<file path="config.mk">
export PLATFORM = sky130hd
export DESIGN_NAME = frac_batch_seq_flat
export DESIGN_NICKNAME = d
export VERILOG_FILES = /design/src/rtl/sntrup_pkg.sv /design/src/rtl/frac_batch_seq_if.sv /design/src/rtl/frac_batch_ctr.sv /design/src/rtl/frac_batch_seq.sv /design/src/flat_wrapper.sv
export SDC_FILE = /design/constraint.sdc
export NUM_CORES = 1
export LEC_CHECK = 0
export ABC_AREA = 1
export BUFFER_PORTS_ARGS = -buffer_cell sky130_fd_sc_hd__buf_2
export CORE_UTILIZATION = 41
export DETAILED_ROUTE_END_ITERATION = 8
export GPL_TIMING_DRIVEN = 0
export PLACE_DENSITY = 0.75
export REMOVE_ABC_BUFFERS = 1
export SETUP_SLACK_MARGIN = 0.15
export SYNTH_ARGS = -nofsm -noshare
export SYNTH_HDL_FRONTEND = slang
export SYNTH_SLANG_ARGS = --single-unit
</file>
<file path="constraint.sdc">
create_clock -name clk -period 1.43 [get_ports clk]
set_input_delay 0.286 -clock clk [delete_from_list [all_inputs] [get_ports clk]]
set_output_delay 0.286 -clock clk [all_outputs]
set_load 0.1 [all_outputs]
</file>
<file path="src/rtl/sntrup_pkg.sv">
// Shared constants and FSM encoding for the SNTRUP757 fraction batch sequencer.
package sntrup_pkg;

  localparam int P_DEF  = 757;
  localparam int AW_DEF = 10;
  localparam int DW     = 13;
  localparam int MW     = 12;

  typedef enum logic [2:0] {
    ST_IDLE  = 3'd0,
    ST_RD    = 3'd1,
    ST_LAT   = 3'd2,
    ST_ISSUE = 3'd3,
    ST_WACK  = 3'd4,
    ST_WDONE = 3'd5,
    ST_WR    = 3'd6,
    ST_FIN   = 3'd7
  } fsm_state_t;

  function automatic logic is_zero(input logic [DW-1:0] v);
    return (v == {DW{1'b0}});
  endfunction

endpackage

</file>
<file path="src/rtl/frac_batch_seq_if.sv">
// Bus bundle between the batch sequencer (master) and its RAMs / fraction unit (slave).
interface frac_batch_seq_if
  import sntrup_pkg::*;
#(
  parameter int AW = AW_DEF
) ();

  logic          start;
  logic [MW-1:0] modu;
  logic [AW-1:0] num_addr;
  logic [AW-1:0] den_addr;
  logic [DW-1:0] num_rdata;
  logic [DW-1:0] den_rdata;
  logic          f_start;
  logic [DW-1:0] f_num;
  logic [DW-1:0] f_den;
  logic [MW-1:0] f_modu;
  logic          f_busy;
  logic [DW-1:0] f_modfrac;
  logic          res_we;
  logic [AW-1:0] res_addr;
  logic [DW-1:0] res_wdata;
  logic          busy;
  logic          done;
  logic          den_zero_err;

  modport master (
    input  start, modu, num_rdata, den_rdata, f_busy, f_modfrac,
    output num_addr, den_addr, f_start, f_num, f_den, f_modu,
           res_we, res_addr, res_wdata, busy, done, den_zero_err
  );

  modport slave (
    output start, modu, num_rdata, den_rdata, f_busy, f_modfrac,
    input  num_addr, den_addr, f_start, f_num, f_den, f_modu,
           res_we, res_addr, res_wdata, busy, done, den_zero_err
  );

endinterface

</file>
<file path="src/rtl/frac_batch_ctr.sv">
// Coefficient index counter, saturating at P-1 with a last-coefficient flag.
module frac_batch_ctr #(
  parameter int P  = 757,
  parameter int AW = 10
) (
  input  logic          clk,
  input  logic          rst_n,
  input  logic          clr,
  input  logic          inc,
  output logic [AW-1:0] idx,
  output logic          last
);

  logic [AW-1:0] idx_q, idx_d;

  assign idx  = idx_q;
  assign last = (idx_q == AW'(P - 1));

  // Saturating at P-1 keeps every issued address inside the batch.
  always_comb begin
    idx_d = idx_q;
    if (clr) begin
      idx_d = {AW{1'b0}};
    end else if (inc && !last) begin
      idx_d = idx_q + {{(AW-1){1'b0}}, 1'b1};
    end else begin
      idx_d = idx_q;
    end
  end

  always_ff @(posedge clk) begin
    if (!rst_n) begin
      idx_q <= {AW{1'b0}};
    end else begin
      idx_q <= idx_d;
    end
  end

endmodule

</file>
<file path="src/rtl/frac_batch_seq.sv">
// Batch sequencer running P num/den mod modu jobs through the fraction unit.
// Optional feature macro: FRACSEQ_ZERO_SKIP_EN (bypass the unit on zero denominators).
module frac_batch_seq
  import sntrup_pkg::*;
#(
  parameter int P  = P_DEF,
  parameter int AW = AW_DEF
) (
  input logic              clk,
  input logic              rst_n,
  frac_batch_seq_if.master bus
);

  fsm_state_t    state_q, state_d;
  logic [AW-1:0] idx;
  logic          last;
  logic [MW-1:0] modu_q, modu_d;
  logic [DW-1:0] f_num_q, f_num_d, f_den_q, f_den_d, res_q, res_d;
  logic          err_q, err_d, f_start_q, f_start_d, res_we_q, res_we_d;
  logic          busy_q, busy_d, done_q, done_d;
`ifdef FRACSEQ_ZERO_SKIP_EN
  logic          skip_q, skip_d;
`endif

  frac_batch_ctr #(.P(P), .AW(AW)) u_ctr (
    .clk  (clk),
    .rst_n(rst_n),
    .clr  ((state_q == ST_IDLE) && bus.start),
    .inc  (state_q == ST_WR),
    .idx  (idx),
    .last (last)
  );

  always_ff @(posedge clk) begin
    if (!rst_n) begin
      state_q <= ST_IDLE;
    end else begin
      state_q <= state_d;
    end
  end

  always_comb begin
    state_d = state_q;
    case (state_q)
      ST_IDLE:  state_d = bus.start ? ST_RD : ST_IDLE;
      ST_RD:    state_d = ST_LAT;
`ifdef FRACSEQ_ZERO_SKIP_EN
      ST_LAT:   state_d = is_zero(bus.den_rdata) ? ST_WR : ST_ISSUE;
`else
      ST_LAT:   state_d = ST_ISSUE;
`endif
      ST_ISSUE: state_d = ST_WACK;
      ST_WACK:  state_d = bus.f_busy ? ST_WDONE : ST_WACK;
      ST_WDONE: state_d = bus.f_busy ? ST_WDONE : ST_WR;
      ST_WR:    state_d = last ? ST_FIN : ST_RD;
      ST_FIN:   state_d = ST_IDLE;
      default:  state_d = ST_IDLE;
    endcase
  end

  // Strobes are decoded from the next state so they are registered yet aligned with it.
  always_comb begin
    f_start_d = (state_d == ST_ISSUE);
    res_we_d  = (state_d == ST_WR);
    busy_d    = (state_d != ST_IDLE);
    done_d    = (state_d == ST_FIN);
    modu_d    = modu_q;
    f_num_d   = f_num_q;
    f_den_d   = f_den_q;
    res_d     = res_q;
    err_d     = err_q;
    if ((state_q == ST_IDLE) && bus.start) begin
      modu_d = bus.modu;
    end else begin
      modu_d = modu_q;
    end
    if (state_q == ST_LAT) begin
      f_num_d = bus.num_rdata;
      f_den_d = bus.den_rdata;
    end else begin
      f_num_d = f_num_q;
      f_den_d = f_den_q;
    end
    if ((state_q == ST_WDONE) && !bus.f_busy) begin
      res_d = bus.f_modfrac;
`ifdef FRACSEQ_ZERO_SKIP_EN
    end else if ((state_q == ST_LAT) && is_zero(bus.den_rdata)) begin
      res_d = {DW{1'b0}};
`endif
    end else begin
      res_d = res_q;
    end
`ifdef FRACSEQ_ZERO_SKIP_EN
    skip_d = skip_q;
    if (state_q == ST_LAT) begin
      skip_d = is_zero(bus.den_rdata);
    end else begin
      skip_d = skip_q;
    end
    if ((state_q == ST_IDLE) && bus.start) begin
      err_d = 1'b0;
    end else if ((state_q == ST_WR) && skip_q) begin
      err_d = 1'b1;
    end else begin
      err_d = err_q;
    end
`else
    err_d = 1'b0;
`endif
  end

  always_ff @(posedge clk) begin
    if (!rst_n) begin
      modu_q    <= {MW{1'b0}};
      f_num_q   <= {DW{1'b0}};
      f_den_q   <= {DW{1'b0}};
      res_q     <= {DW{1'b0}};
      err_q     <= 1'b0;
      f_start_q <= 1'b0;
      res_we_q  <= 1'b0;
      busy_q    <= 1'b0;
      done_q    <= 1'b0;
`ifdef FRACSEQ_ZERO_SKIP_EN
      skip_q    <= 1'b0;
`endif
    end else begin
      modu_q    <= modu_d;
      f_num_q   <= f_num_d;
      f_den_q   <= f_den_d;
      res_q     <= res_d;
      err_q     <= err_d;
      f_start_q <= f_start_d;
      res_we_q  <= res_we_d;
      busy_q    <= busy_d;
      done_q    <= done_d;
`ifdef FRACSEQ_ZERO_SKIP_EN
      skip_q    <= skip_d;
`endif
    end
  end

  assign bus.num_addr     = idx;
  assign bus.den_addr     = idx;
  assign bus.res_addr     = idx;
  assign bus.res_wdata    = res_q;
  assign bus.res_we       = res_we_q;
  assign bus.f_start      = f_start_q;
  assign bus.f_num        = f_num_q;
  assign bus.f_den        = f_den_q;
  assign bus.f_modu       = modu_q;
  assign bus.busy         = busy_q;
  assign bus.done         = done_q;
  assign bus.den_zero_err = err_q;

endmodule
</file>
<file path="src/flat_wrapper.sv">
// flat-port wrapper written by rule: the top's interface ports become plain ports
module frac_batch_seq_flat import sntrup_pkg::*;
#(
  parameter int P  = P_DEF,
  parameter int AW = AW_DEF
)
  (clk, rst_n, bus_start, bus_modu, bus_num_rdata, bus_den_rdata, bus_f_busy, bus_f_modfrac, bus_num_addr, bus_den_addr, bus_f_start, bus_f_num, bus_f_den, bus_f_modu, bus_res_we, bus_res_addr, bus_res_wdata, bus_busy, bus_done, bus_den_zero_err);
  frac_batch_seq_if #(.AW(AW)) bus_i ();
  input logic clk;
  input logic rst_n;
  input wire logic [$bits(bus_i.start)-1:0] bus_start;
  input wire logic [$bits(bus_i.modu)-1:0] bus_modu;
  input wire logic [$bits(bus_i.num_rdata)-1:0] bus_num_rdata;
  input wire logic [$bits(bus_i.den_rdata)-1:0] bus_den_rdata;
  input wire logic [$bits(bus_i.f_busy)-1:0] bus_f_busy;
  input wire logic [$bits(bus_i.f_modfrac)-1:0] bus_f_modfrac;
  output wire logic [$bits(bus_i.num_addr)-1:0] bus_num_addr;
  output wire logic [$bits(bus_i.den_addr)-1:0] bus_den_addr;
  output wire logic [$bits(bus_i.f_start)-1:0] bus_f_start;
  output wire logic [$bits(bus_i.f_num)-1:0] bus_f_num;
  output wire logic [$bits(bus_i.f_den)-1:0] bus_f_den;
  output wire logic [$bits(bus_i.f_modu)-1:0] bus_f_modu;
  output wire logic [$bits(bus_i.res_we)-1:0] bus_res_we;
  output wire logic [$bits(bus_i.res_addr)-1:0] bus_res_addr;
  output wire logic [$bits(bus_i.res_wdata)-1:0] bus_res_wdata;
  output wire logic [$bits(bus_i.busy)-1:0] bus_busy;
  output wire logic [$bits(bus_i.done)-1:0] bus_done;
  output wire logic [$bits(bus_i.den_zero_err)-1:0] bus_den_zero_err;
  assign bus_i.start = bus_start;
  assign bus_i.modu = bus_modu;
  assign bus_i.num_rdata = bus_num_rdata;
  assign bus_i.den_rdata = bus_den_rdata;
  assign bus_i.f_busy = bus_f_busy;
  assign bus_i.f_modfrac = bus_f_modfrac;
  assign bus_num_addr = bus_i.num_addr;
  assign bus_den_addr = bus_i.den_addr;
  assign bus_f_start = bus_i.f_start;
  assign bus_f_num = bus_i.f_num;
  assign bus_f_den = bus_i.f_den;
  assign bus_f_modu = bus_i.f_modu;
  assign bus_res_we = bus_i.res_we;
  assign bus_res_addr = bus_i.res_addr;
  assign bus_res_wdata = bus_i.res_wdata;
  assign bus_busy = bus_i.busy;
  assign bus_done = bus_i.done;
  assign bus_den_zero_err = bus_i.den_zero_err;
  frac_batch_seq #(.P(P), .AW(AW)) u_core (.clk(clk), .rst_n(rst_n), .bus(bus_i));
endmodule
</file>
-- After elaboration in Yosys (flattened, before gate mapping)
Index checks and enable logic that the tools add are counted.
- register bits after elaboration: 68
- latch bits: 0
- RAM bits: 0
- memory bits (read-only): 0
- input port bits: 55
- output and inout bits: 86
- word-level logic and storage cells: 36
- memories: 0
- add/subtract/negate cells: 1
- multiply operators: 0
- div/mod/pow operators: 0
- magnitude comparators: 0
- eq/ne operators: 11
- shift-type cells: 0
- mux-type cells: 5
- bitwise gates (word level): 1
- reduce and logical (&&, ||, !) cells: 8
- operator list (cell ; number):
    case mux 3 bit (8 select lines) ; 1
    equality test 3 bit, second input constant ; 6
    adder 10 x 1 -> 10 bit, second input constant ; 1
    equality test 10 bit, second input constant ; 1
    equality test 3 x 2 -> 1 bit, second input constant ; 3
    equality test 3 x 1 -> 1 bit, second input constant ; 1
    logical AND 1 bit ; 3
    zero test 3 bit ; 1
    2-to-1 mux 3 bit ; 1
    nonzero test 3 bit ; 1
    zero test 1 bit ; 2
    2-to-1 mux 1 bit ; 2
    2-to-1 mux 2 bit ; 1
    OR reduction 2 bit ; 1
    NOT 1 bit ; 1

-- Logic depth before layout (Yosys ltp)
Gate-level depths: netlist of run 1.
- word-level depth: 4
- mapped depth: 10
- depth with buffers taken out: 9

-- By module
Synthesis of run 1 repeated with hierarchy kept, for this count alone.
- cells, all modules: 376
- area, all modules: 2860.2 um2
- modules (own cells, without submodules) (module ; times used ; cells an instance ; area each (um2) ; sequential area each (um2)):
    frac_batch_seq ; 1 ; 286 ; 2249.7 ; 1161.1
    frac_batch_ctr ; 1 ; 90 ; 610.6 ; 200.2

-- Worst setup path before layout of run 1
OpenSTA, ideal clock, no wires.
- kind: register to register
- start: register u_core.u_ctr.idx_q[0] (netlist: u_core.u_ctr.idx[0])
- end: register u_core.u_ctr.idx_q[3] (netlist: u_core.u_ctr.idx[3])
- setup time: 128 ps
- arrival: 2091 ps
- required time: 1302 ps
- slack: -789 ps
- cell stages (with the launch flop): 11
- buffers on the path: 2
- clock period less this slack: 2219 ps
- path through: dfxtp_1 > buf_2 > inv_1 > ha_1 > inv_1 > nor2_1 > nand3_2 > nand2_2 > buf_6 > nand2_1 > a21oi_1
- word-level cells in the longest chain between the ends: 3
- elaborated cells between the ends (all ways): 4
- those cells by class: add/sub: 1; eq/ne: 1; reduce/logical: 2
- RTL lines (element ; line ; RTL):
    from (decl) ; frac_batch_ctr.sv:14 ; logic [AW-1:0] idx_q, idx_d;
    from (signal assigned) ; frac_batch_ctr.sv:33 ; idx_q <= {AW{1'b0}};
    from (signal assigned) ; frac_batch_ctr.sv:35 ; idx_q <= idx_d;
    parallel branches: the longest is 3 deep, another holds adder 10 x 1 -> 10 bit ; - ;
Several ways; the timed one is not identified.
A chain may end at the register's enable or synchronous reset.

-- Worst setup path in the final report of run 1
- start: register u_core.u_ctr.idx_q[5] (netlist: u_core.u_ctr.idx[5])
- end: register u_core.u_ctr.idx_q[3] (netlist: u_core.u_ctr.idx[3])
- word-level cells in the longest chain between the ends: 3
- RTL lines (element ; line ; RTL):
    equality test 10 bit ; frac_batch_ctr.sv:17 ; assign last = (idx_q == AW'(P - 1));
    zero test 1 bit ; frac_batch_ctr.sv:24 ; end else if (inc && !last) begin
    logical AND 1 bit ; frac_batch_ctr.sv:24 ;
Every way passes these cells.

==> flow_metrics.env, run 1 <==
export IMPL_insertion_delay_ps=340
export IMPL_power_total_w=0.00543
export IMPL_ys_flop_type="dfxtp_1"
export IMPL_ys_ff_latch=68
export IMPL_synth_compound_area_share_pct=14.2
export IMPL_cts_made_buffers=9
export IMPL_post_route_cell_area_um2=4890
export IMPL_worstPathRequired_ps=1690
export IMPL_max_freq_mhz=696
export IMPL_worstMarginPinSlew_ps=584
export IMPL_dr_pass1_iters=4
export IMPL_avgSynthCellArea_um2=7.58
export IMPL_max_stage_delay_ps=440
export IMPL_holdCritPathClass="in2reg"
export IMPL_p_leak_nw=2.12
export IMPL_timing_final_crit_period_ps=1440
export IMPL_drv_slew=0
export IMPL_yosys_area_top_type_share_pct=47.3
export IMPL_ys_warn_count=0
export IMPL_hold_path_depth=3
export IMPL_worstPathArrival_ps=1700
export IMPL_port_buffers=139
export IMPL_hold_violations=0
export IMPL_muxShareOfSynthArea_pct=0
export IMPL_setup_violations=1
export IMPL_worst_slack_ps=-7.05
export IMPL_place_gp_congestion=0.776
export IMPL_power_density_nw_per_um2=1110
export IMPL_wirelength_um=9560
export IMPL_io_pins=141
export IMPL_grt_pass1_wl_um=12600
export IMPL_failed_checks="negative setup slack"
export IMPL_r2r_end="u_core.u_ctr.idx[3]$_SDFFE_PP0P_"
export IMPL_fin_nets=575
export IMPL_gr_total_overflow=0
export IMPL_synth_area_top_cells="dfxtp_1, nand2_1, a21oi_1, buf_4, nor2_1"
export IMPL_yosysUniqueCellTypes=25
export IMPL_synth_common_cells="dfxtp_1, nand2_1, a21oi_1, nor2_1, nand3_1"
export IMPL_wire_per_inst_um=15.5
export IMPL_cts_buffer_depth=2
export IMPL_slew_headroom_pct=61.1
export IMPL_diodes=0
export IMPL_r2r_start="u_core.u_ctr.idx[5]$_SDFFE_PP0P_"
export IMPL_synth_simple_area_share_pct=23.2
export IMPL_placed_area_um2=3430
export IMPL_hpwl_um=4420
export IMPL_crit_type="reg2reg"
export IMPL_start_util_pct=42.4
export IMPL_vias_per_cell=4.97
export IMPL_hold_end="u_core.bus.res_wdata[11]$_SDFFE_PN0P_"
export IMPL_synthArstFlopShare_pct=0
export IMPL_grt_max_degree=33
export IMPL_ir_drop_mv=0.802
export IMPL_synth_seq_area_share_pct=47.3
export IMPL_synthesis_area_um2=2880
export IMPL_reg2reg_slack_ps=-7
export IMPL_yosys_area_top_type="dfxtp_1"
export IMPL_fin_skew_ps=12.1
export IMPL_cp_start_kind="flip-flop"
export IMPL_ctsHoldBuffers=0
export IMPL_synthAdderAreaFrac_pct=0.869
export IMPL_critPathCaptureType="flip-flop"
export IMPL_rr_worst_depth=6
export IMPL_htreeDepth=3
export IMPL_grt_pass1_vias=2742
export IMPL_min_from="bus_f_modfrac[11]"
export IMPL_yosys_area_share_xor_xnor_pct=1.22
export IMPL_grt_antenna_before_repair=0
export IMPL_die_w_um=85.8
export IMPL_cts_tree="done"
export IMPL_clock_sinks=68
export IMPL_syn2layout_area_growth_pct=69.6
export IMPL_syn_instance_count=380
export IMPL_synth_top_family_by_area="simple AND/OR/NAND/NOR gates"
export IMPL_slowest_stage="dfxtp_4"
export IMPL_drt_initial_drc_count=99
export IMPL_die_area_um2=7360
export IMPL_antenna_left=0
export IMPL_drive_gt1_share_pct=46.7
export IMPL_rows=30
export IMPL_die_y_um=85.8
export IMPL_grt_usage_pct=21.7
export IMPL_drcViolationCount=0
export IMPL_vias=3077
export IMPL_path_cells="nand2_2 > nor2_4 > nand3_4 > nand2_4 > nand2_1 > a21oi_2"
export IMPL_core_area_um2=6790
export IMPL_clk_pin_slew_ps=80
export IMPL_path_max_fanout=8
export IMPL_whs_ps=172
export IMPL_finalCritPeriodShare_pct=100
export IMPL_rsz0062_at_grt="true"
export IMPL_synth_edff_count=0
export IMPL_drv_cap=0
export IMPL_status="complete, but fails checks"
export IMPL_cts_root_buf="clkbuf_8"
[worst max-delay path by stage]
stage	from	endpoint	slack (ps)
final	u_core.u_ctr.idx[5]$_SDFFE_PP0P_	u_core.u_ctr.idx[3]$_SDFFE_PP0P_	-7
after global routing	u_core.u_ctr.idx[5]$_SDFFE_PP0P_	u_core.u_ctr.idx[0]$_SDFFE_PP0P_	-100
after CTS	u_core.u_ctr.idx[1]$_SDFFE_PP0P_	u_core.u_ctr.idx[5]$_SDFFE_PP0P_	40
after detailed placement	u_core.state_q[2]$_SDFF_PN0_	u_core.u_ctr.idx[5]$_SDFFE_PP0P_	-590
after global placement	u_core.state_q[2]$_SDFF_PN0_	u_core.u_ctr.idx[2]$_SDFFE_PP0P_	-520
after floorplan	u_core.u_ctr.idx[0]$_SDFFE_PP0P_	u_core.u_ctr.idx[5]$_SDFFE_PP0P_	-2330
[cell families after synthesis]
kind of cell,after synthesis
compound gates,80
xor+xnor,4
fa+ha+maj,2
buf+inv,70
flops,68
other cells,1
simple gates,155
[placed cells by master (no fill, tap or decap), types with 2 or more instances in the layout]
cell | synthesis | layout
nand2_8 | 0 | 2
dfxtp_1 | 68 | 55
clkinvlp_4 | 0 | 3
buf_6 | 1 | 45
a21oi_1 | 50 | 43
inv_4 | 0 | 2
nand3_1 | 30 | 29
nand2_1 | 68 | 60
clkbuf_8 | 0 | 11
nor2_4 | 2 | 7
nand3_4 | 0 | 3
ha_4 | 0 | 2
o21ai_0 | 10 | 10
nor2_2 | 2 | 3
nand2_4 | 0 | 5
a21boi_0 | 2 | 2
buf_12 | 0 | 25
xor2_1 | 3 | 2
nor2_1 | 44 | 38
buf_8 | 0 | 5
buf_2 | 10 | 54
nand2_2 | 4 | 6
dfxtp_4 | 0 | 13
a21oi_2 | 1 | 7
clkinv_4 | 0 | 2
o21ai_1 | 17 | 15
o21ai_2 | 0 | 2
clkbuf_2 | 0 | 2
inv_1 | 24 | 20
inv_8 | 0 | 3
buf_4 | 25 | 31
nand4_1 | 3 | 3
inv_2 | 6 | 4
[routing by layer]
layer  up-vias  global-route usage (%)  share of wire, %
met1      1415                    25.3                38
met2       137                    36.4                51
li1       1488                       -                 -
met3        37                    5.58               5.4
met4         0                    12.4               5.4
met5         -                       0                 0
[repair_timing]
action | 4_1_cts | 5_1_grt
setup buffers | 5 | 18
resized for setup | 190 | 114
endpoints found under the setup margin | 153 | 118
pin swaps | 3 | 10
gates cloned | 2 | 3
[worst max-delay path, delay by kind of cell, from the launching register on]
family,cells,cell delay (ps)
compound gates,1,180
flops,1,440
simple gates,5,740
[where the power goes]
part	leakage, nW	total (W)	internal (W)	switching, W
clock	0.106	0.00165	0.000904	0.000749
sequential	0.563	0.00211	0.00201	0.000103
combinational	1.45	0.00166	0.000403	0.00126
[layout make-up]
cell class              count  area (µm²)
clock inverters             5        60.1
multi-input cells         244        1370
clock buffers              11         151
repair buffers            162        1600
flip-flops and latches     68        1410
inverters                  30         149
fillers                   495        1910
well taps                  96         120
repair inverters            3        27.5
[sequential cells by signal, summed over array words and instances (netlist names)]
register	flops
u_core.bus.busy	1
u_core.bus.f_den	13
u_core.bus.f_modu	12
u_core.bus.done	1
u_core.state_q	3
u_core.bus.res_we	1
u_core.u_ctr.idx	10
u_core.bus.f_num	13
u_core.bus.f_start	1
u_core.bus.res_wdata	13
[stage by stage]
step                      std cells  utilization, %  setup TNS [ps]  setup WS (ps)
after floorplan                 340               -          -65790          -2330
after global placement          575            50.5          -18360           -524
after detailed placement        575            50.5          -20190           -586
after CTS                       598            63.0               0           35.1
after global routing            619            71.9            -502          -97.1
final                           619            71.9           -7.05          -7.05
Power figures use the tool's default switching activity.
==> run 2, diff against run 1 <==
- REMOVE_ABC_BUFFERS: 1 -> not set
==> run 2 against run 1 <==
Compared with the run above:
- the run ends with design-rule violations, negative setup slack left
- largest cell class unchanged
- setup slack worse by 0.94 ps
- register-to-register slack hardly changed
- highest routed layer unchanged
- first-iteration DRC count is 63% higher
- clock power is 12% higher
- critical path type unchanged
==> flow_metrics.env, run 2 (synthesis gave the netlist of run 1 again) <==
export IMPL_rows=30
export IMPL_rr_worst_depth=10
export IMPL_path_max_fanout=5
export IMPL_drive_gt1_share_pct=48.1
export IMPL_drcViolationCount=1
export IMPL_worst_slack_ps=-7.98
export IMPL_min_from="bus_f_modfrac[8]"
export IMPL_clk_pin_slew_ps=80
export IMPL_hold_violations=0
export IMPL_hold_end="u_core.bus.res_wdata[8]$_SDFFE_PN0P_"
export IMPL_p_leak_nw=2.25
export IMPL_fin_skew_ps=8.71
export IMPL_diodes=0
export IMPL_slowest_stage="dfxtp_4"
export IMPL_failed_checks="design-rule violations, negative setup slack"
export IMPL_die_w_um=85.8
export IMPL_cts_tree="done"
export IMPL_rsz0062_at_grt="true"
export IMPL_cts_made_buffers=9
export IMPL_setup_violations=2
export IMPL_reg2reg_slack_ps=-8
export IMPL_cts_root_buf="clkbuf_8"
export IMPL_crit_type="reg2reg"
export IMPL_syn2layout_area_growth_pct=76.0
export IMPL_whs_ps=171
export IMPL_power_total_w=0.00561
export IMPL_cts_buffer_depth=2
export IMPL_max_freq_mhz=695
export IMPL_power_density_nw_per_um2=1110
export IMPL_drv_cap=0
export IMPL_worst_path_buf_inv=4
export IMPL_final_core_util_pct=74.6
export IMPL_vias_per_cell=4.92
export IMPL_ctsHoldBuffers=0
export IMPL_die_y_um=85.8
export IMPL_port_buffers=139
export IMPL_dr_pass1_iters=6
export IMPL_grt_max_degree=13
export IMPL_cp_start_kind="flip-flop"
export IMPL_start_util_pct=42.4
export IMPL_final_common_cell="buf_6"
export IMPL_worstPathRequired_ps=1680
export IMPL_io_pins=141
export IMPL_place_gp_congestion=0.787
export IMPL_layout_common_cells="buf_6, nand2_1, buf_2, dfxtp_1, a21oi_1"
export IMPL_worstMarginPinSlew_ps=498
export IMPL_die_area_um2=7360
export IMPL_wire_per_inst_um=14.7
export IMPL_antenna_left=0
export IMPL_vias=3213
export IMPL_critPathCaptureType="flip-flop"
export IMPL_clock_sinks=68
export IMPL_path_common_cell="buf_6"
export IMPL_holdCritPathClass="in2reg"
export IMPL_grt_usage_pct=23.5
export IMPL_status="complete, but fails checks"
export IMPL_worstPathArrival_ps=1690
export IMPL_drv_slew=0
export IMPL_post_place_ws_ps=33.5
export IMPL_slew_headroom_pct=66.7
export IMPL_timing_final_crit_period_ps=1440
export IMPL_r2r_start="u_core.u_ctr.idx[0]$_SDFFE_PP0P_"
export IMPL_finalCritPeriodShare_pct=101
export IMPL_max_stage_delay_ps=370
export IMPL_grt_antenna_before_repair=0
export IMPL_htreeDepth=3
export IMPL_hpwl_um=5180
export IMPL_insertion_delay_ps=340
export IMPL_hold_path_depth=3
export IMPL_grt_pass1_wl_um=13600
export IMPL_fin_nets=609
export IMPL_r2r_end="u_core.u_ctr.idx[0]$_SDFFE_PP0P_"
export IMPL_syn_num_nets=437
export IMPL_cp_top_family="flip-flops"
export IMPL_path_cells="buf_6 > inv_4 > ha_4 > inv_2 > nor2_4 > nand3_2 > nand2_4 > buf_6 > nand2_2 > a21oi_2"
export IMPL_core_area_um2=6790
export IMPL_ir_drop_mv=0.861
export IMPL_grt_pass1_vias=2989
export IMPL_wirelength_um=9630
export IMPL_gr_total_overflow=0
export IMPL_drt_initial_drc_count=161
-- run 2: worst max-delay path by stage --
stage          cells after the start                             start  slack [ps]                                to
2_1_floorplan                     10  u_core.u_ctr.idx[0]$_SDFFE_PP0P_         -30  u_core.u_ctr.idx[8]$_SDFFE_PP0P_
5_1_grt                           10  u_core.u_ctr.idx[0]$_SDFFE_PP0P_         -80  u_core.u_ctr.idx[9]$_SDFFE_PP0P_
6_report                          10  u_core.u_ctr.idx[0]$_SDFFE_PP0P_          -8  u_core.u_ctr.idx[0]$_SDFFE_PP0P_
4_1_cts                            3  u_core.u_ctr.idx[0]$_SDFFE_PP0P_          50                   bus_num_addr[0]
3_3_place_gp                      10  u_core.u_ctr.idx[0]$_SDFFE_PP0P_          70  u_core.u_ctr.idx[6]$_SDFFE_PP0P_
3_5_place_dp                      10  u_core.u_ctr.idx[0]$_SDFFE_PP0P_          30  u_core.u_ctr.idx[6]$_SDFFE_PP0P_
-- run 2: repair_timing --
action                     in CTS  in global routing
gates cloned                    1                  0
buffers inserted               12                  9
gates resized for setup       183                 81
setup endpoints to repair     126                111
pin swaps                       7                  4
-- run 2: where the power goes --
group	internal [W]	switching, W	total [W]	leakage, nW
Combinational	0.000417	0.00124	0.00166	1.57
Clock	0.00108	0.000767	0.00185	0.116
Sequential	0.00201	0.0000927	0.00210	0.566
Total	0.00351	0.00210	0.00561	2.25
-- run 2: cell type report --
class | count | area [µm²]
fillers | 496 | 1720
repair buffers | 161 | 1580
flip-flops and latches | 68 | 1410
multi-input cells | 242 | 1230
plain buffers | 40 | 368
clock buffers | 11 | 151
inverters | 30 | 123
well taps | 96 | 120
clock inverters | 5 | 82.6
-- run 2: layer usage --
| layer | global-route usage (%) | part of all wire, % | vias to the layer above |
|---|---|---|---|
| met5 | 0 | 0 | - |
| met4 | 8.64 | 4.1 | 0 |
| met3 | 5.87 | 5.2 | 29 |
| met2 | 42.9 | 52 | 153 |
| met1 | 26.3 | 38 | 1485 |
| li1 | - | - | 1546 |
-- run 2: stage by stage --
| step | area, µm² | instances | TNS, ps |
|---|---|---|---|
| 3_5_place_dp | 3770 | 615 | 0 |
| 3_3_place_gp | 3770 | 615 | 0 |
| 2_1_floorplan | 2950 | 380 | -288 |
| 6_report | 5070 | 653 | -10.7 |
| 4_1_cts | 4720 | 644 | 0 |
| 5_1_grt | 5070 | 653 | -446 |
-- run 2: worst reg2reg max path, stage by stage (launching register included) --
cell     delay (ps)
dfxtp_4         370
buf_6           120
inv_4            60
ha_4            130
inv_2            40
nor2_4           90
nand3_2          90
nand2_4         120
buf_6           140
nand2_2          60
a21oi_2         130
==> run 3, diff against run 2 <==
- TNS_END_PERCENT: not set -> 30
==> run 3 against run 2 <==
Compared with the run above:
- global-route usage shrank 2.4 points
- register-to-register slack gained 60 ps
- non-clock buffer count shrank 9
- largest cell class unchanged
- final cell count shrank 1.5%
- sequential power is essentially flat
- utilization shrank 3.5 points
- the run ends with design-rule violations left
- clock power shrank 14%
- count of clock-buffer cells in the layout shrank 1
- maximum frequency grew 3.0%
==> flow_metrics.env, run 3 (synthesis gave the netlist of run 1 again) <==
export IMPL_drv_cap=0
export IMPL_hold_violations=0
export IMPL_layout_common_cells="nand2_1, buf_2, buf_6, dfxtp_1, buf_4"
export IMPL_max_freq_mhz=716
export IMPL_diodes=0
export IMPL_p_leak_nw=2.15
export IMPL_drv_slew=0
export IMPL_fin_skew_ps=12.4
export IMPL_worstPathRequired_ps=1140
export IMPL_place_gp_congestion=0.751
export IMPL_grt_antenna_before_repair=0
export IMPL_die_y_um=85.8
export IMPL_htreeDepth=3
export IMPL_rsz0062_at_grt="true"
export IMPL_antenna_left=0
export IMPL_syn_num_nets=437
export IMPL_status="complete, but fails checks"
export IMPL_cts_tree="done"
export IMPL_setup_violations=0
export IMPL_cts_root_buf="clkbuf_8"
export IMPL_wirelength_um=8320
export IMPL_io_pins=141
export IMPL_drt_initial_drc_count=88
export IMPL_insertion_delay_ps=330
export IMPL_worstPathArrival_ps=1110
export IMPL_holdCritPathClass="in2reg"
export IMPL_grt_max_degree=13
export IMPL_crit_type="reg2out"
export IMPL_wire_per_inst_um=12.9
export IMPL_hpwl_um=5170
export IMPL_cts_buffer_depth=2
export IMPL_met2_usage_pct=36.7
export IMPL_vias=3054
export IMPL_layout_area_seq_um2=1400
export IMPL_start_util_pct=42.4
export IMPL_grt_pass1_wl_um=12300
export IMPL_multi_input_area_um2=1230
export IMPL_power_density_nw_per_um2=1100
export IMPL_dr_pass1_iters=8
export IMPL_worst_slack_ps=33.7
export IMPL_die_area_um2=7360
export IMPL_fin_nets=600
export IMPL_finalCritPeriodShare_pct=97.6
export IMPL_drive_gt1_share_pct=46.3
export IMPL_core_area_um2=6790
export IMPL_ir_drop_mv=0.749
export IMPL_grt_busiest_layer="met2"
export IMPL_failed_checks="design-rule violations"
export IMPL_drcViolationCount=2
export IMPL_syn2layout_area_growth_pct=67.8
export IMPL_cts_made_buffers=9
export IMPL_vias_per_cell=4.75
export IMPL_path_max_fanout=4
export IMPL_grt_use_met3_pct=4.81
export IMPL_post_place_ws_ps=34.6
export IMPL_power_total_w=0.00532
export IMPL_die_w_um=85.8
export IMPL_grt_usage_pct=21.1
export IMPL_clk_pin_slew_ps=80
export IMPL_critPathCaptureType="output pin"
export IMPL_timing_final_crit_period_ps=1400
export IMPL_port_buffers=139
export IMPL_rows=30
export IMPL_gr_usage_met1_pct=24.7
export IMPL_grt_pass1_vias=2764
export IMPL_clock_sinks=68
export IMPL_final_core_util_pct=71.1
export IMPL_gr_total_overflow=0
export IMPL_cp_start_kind="flip-flop"
export IMPL_nFillCells=515
-- run 3: worst paths after layout --
check                           cells past startpoint                               from  slack (ps)                                    to
worst min-delay path                                3                   bus_f_modfrac[8]         180  u_core.bus.res_wdata[8]$_SDFFE_PN0P_
worst max-delay path                                3   u_core.u_ctr.idx[0]$_SDFFE_PP0P_          30                       bus_res_addr[0]
worst max register to register                     10   u_core.u_ctr.idx[0]$_SDFFE_PP0P_          50      u_core.u_ctr.idx[4]$_SDFFE_PP0P_
worst min register to register                      2  u_core.bus.f_modu[3]$_SDFFE_PN0P_         450     u_core.bus.f_modu[3]$_SDFFE_PN0P_
-- run 3: metal layers --
metal  up-vias  part of all wire, %
met5         -                    0
met1      1372                   39
met3        26                  5.6
met4         0                  3.5
li1       1531                    -
met2       125                   52
-- run 3: per-stage QoR --
| step | std cells | instance area (µm²) | hold slack [ps] | TNS [ps] |
|---|---|---|---|---|
| after floorplan | 380 | 2940 | 421 | -456 |
| after global placement | 615 | 3760 | 429 | 0 |
| after detailed placement | 615 | 3760 | 433 | 0 |
| after CTS | 642 | 4450 | 170 | 0 |
| after global routing | 643 | 4830 | 166 | -29.0 |
| final | 643 | 4830 | 179 | 0 |
-- run 3: critical path, cell delays in order (launching register included) --
cell	delay, ps
dfxtp_4	370
buf_4	140
buf_6	110
buf_12	150
-- run 3: power breakdown --
group	total, W	internal (W)	switching, W
registers	0.00210	0.00201	0.0000873
clock network	0.00160	0.000851	0.000745
logic	0.00163	0.000397	0.00123
total	0.00532	0.00326	0.00206
-- run 3: what timing repair did --
action | CTS | global route
pin swaps | 5 | 7
endpoints found under the setup margin | 120 | 133
cloned | 1 | 0
setup buffers | 11 | 1
hold buffers | 0 | 0
resized for setup | 113 | 171
-- run 3: area by class of cell --
type                       instances  share of cell area [%]
timing repair buffer             152                    29.8
buffer                            40                    6.65
multi-input combinational        242                    25.4
tap                               96                    2.49
clock inverter                     5                    1.24
sequential                        68                    29.0
clock buffer                      10                    2.85
inverter                          30                    2.49
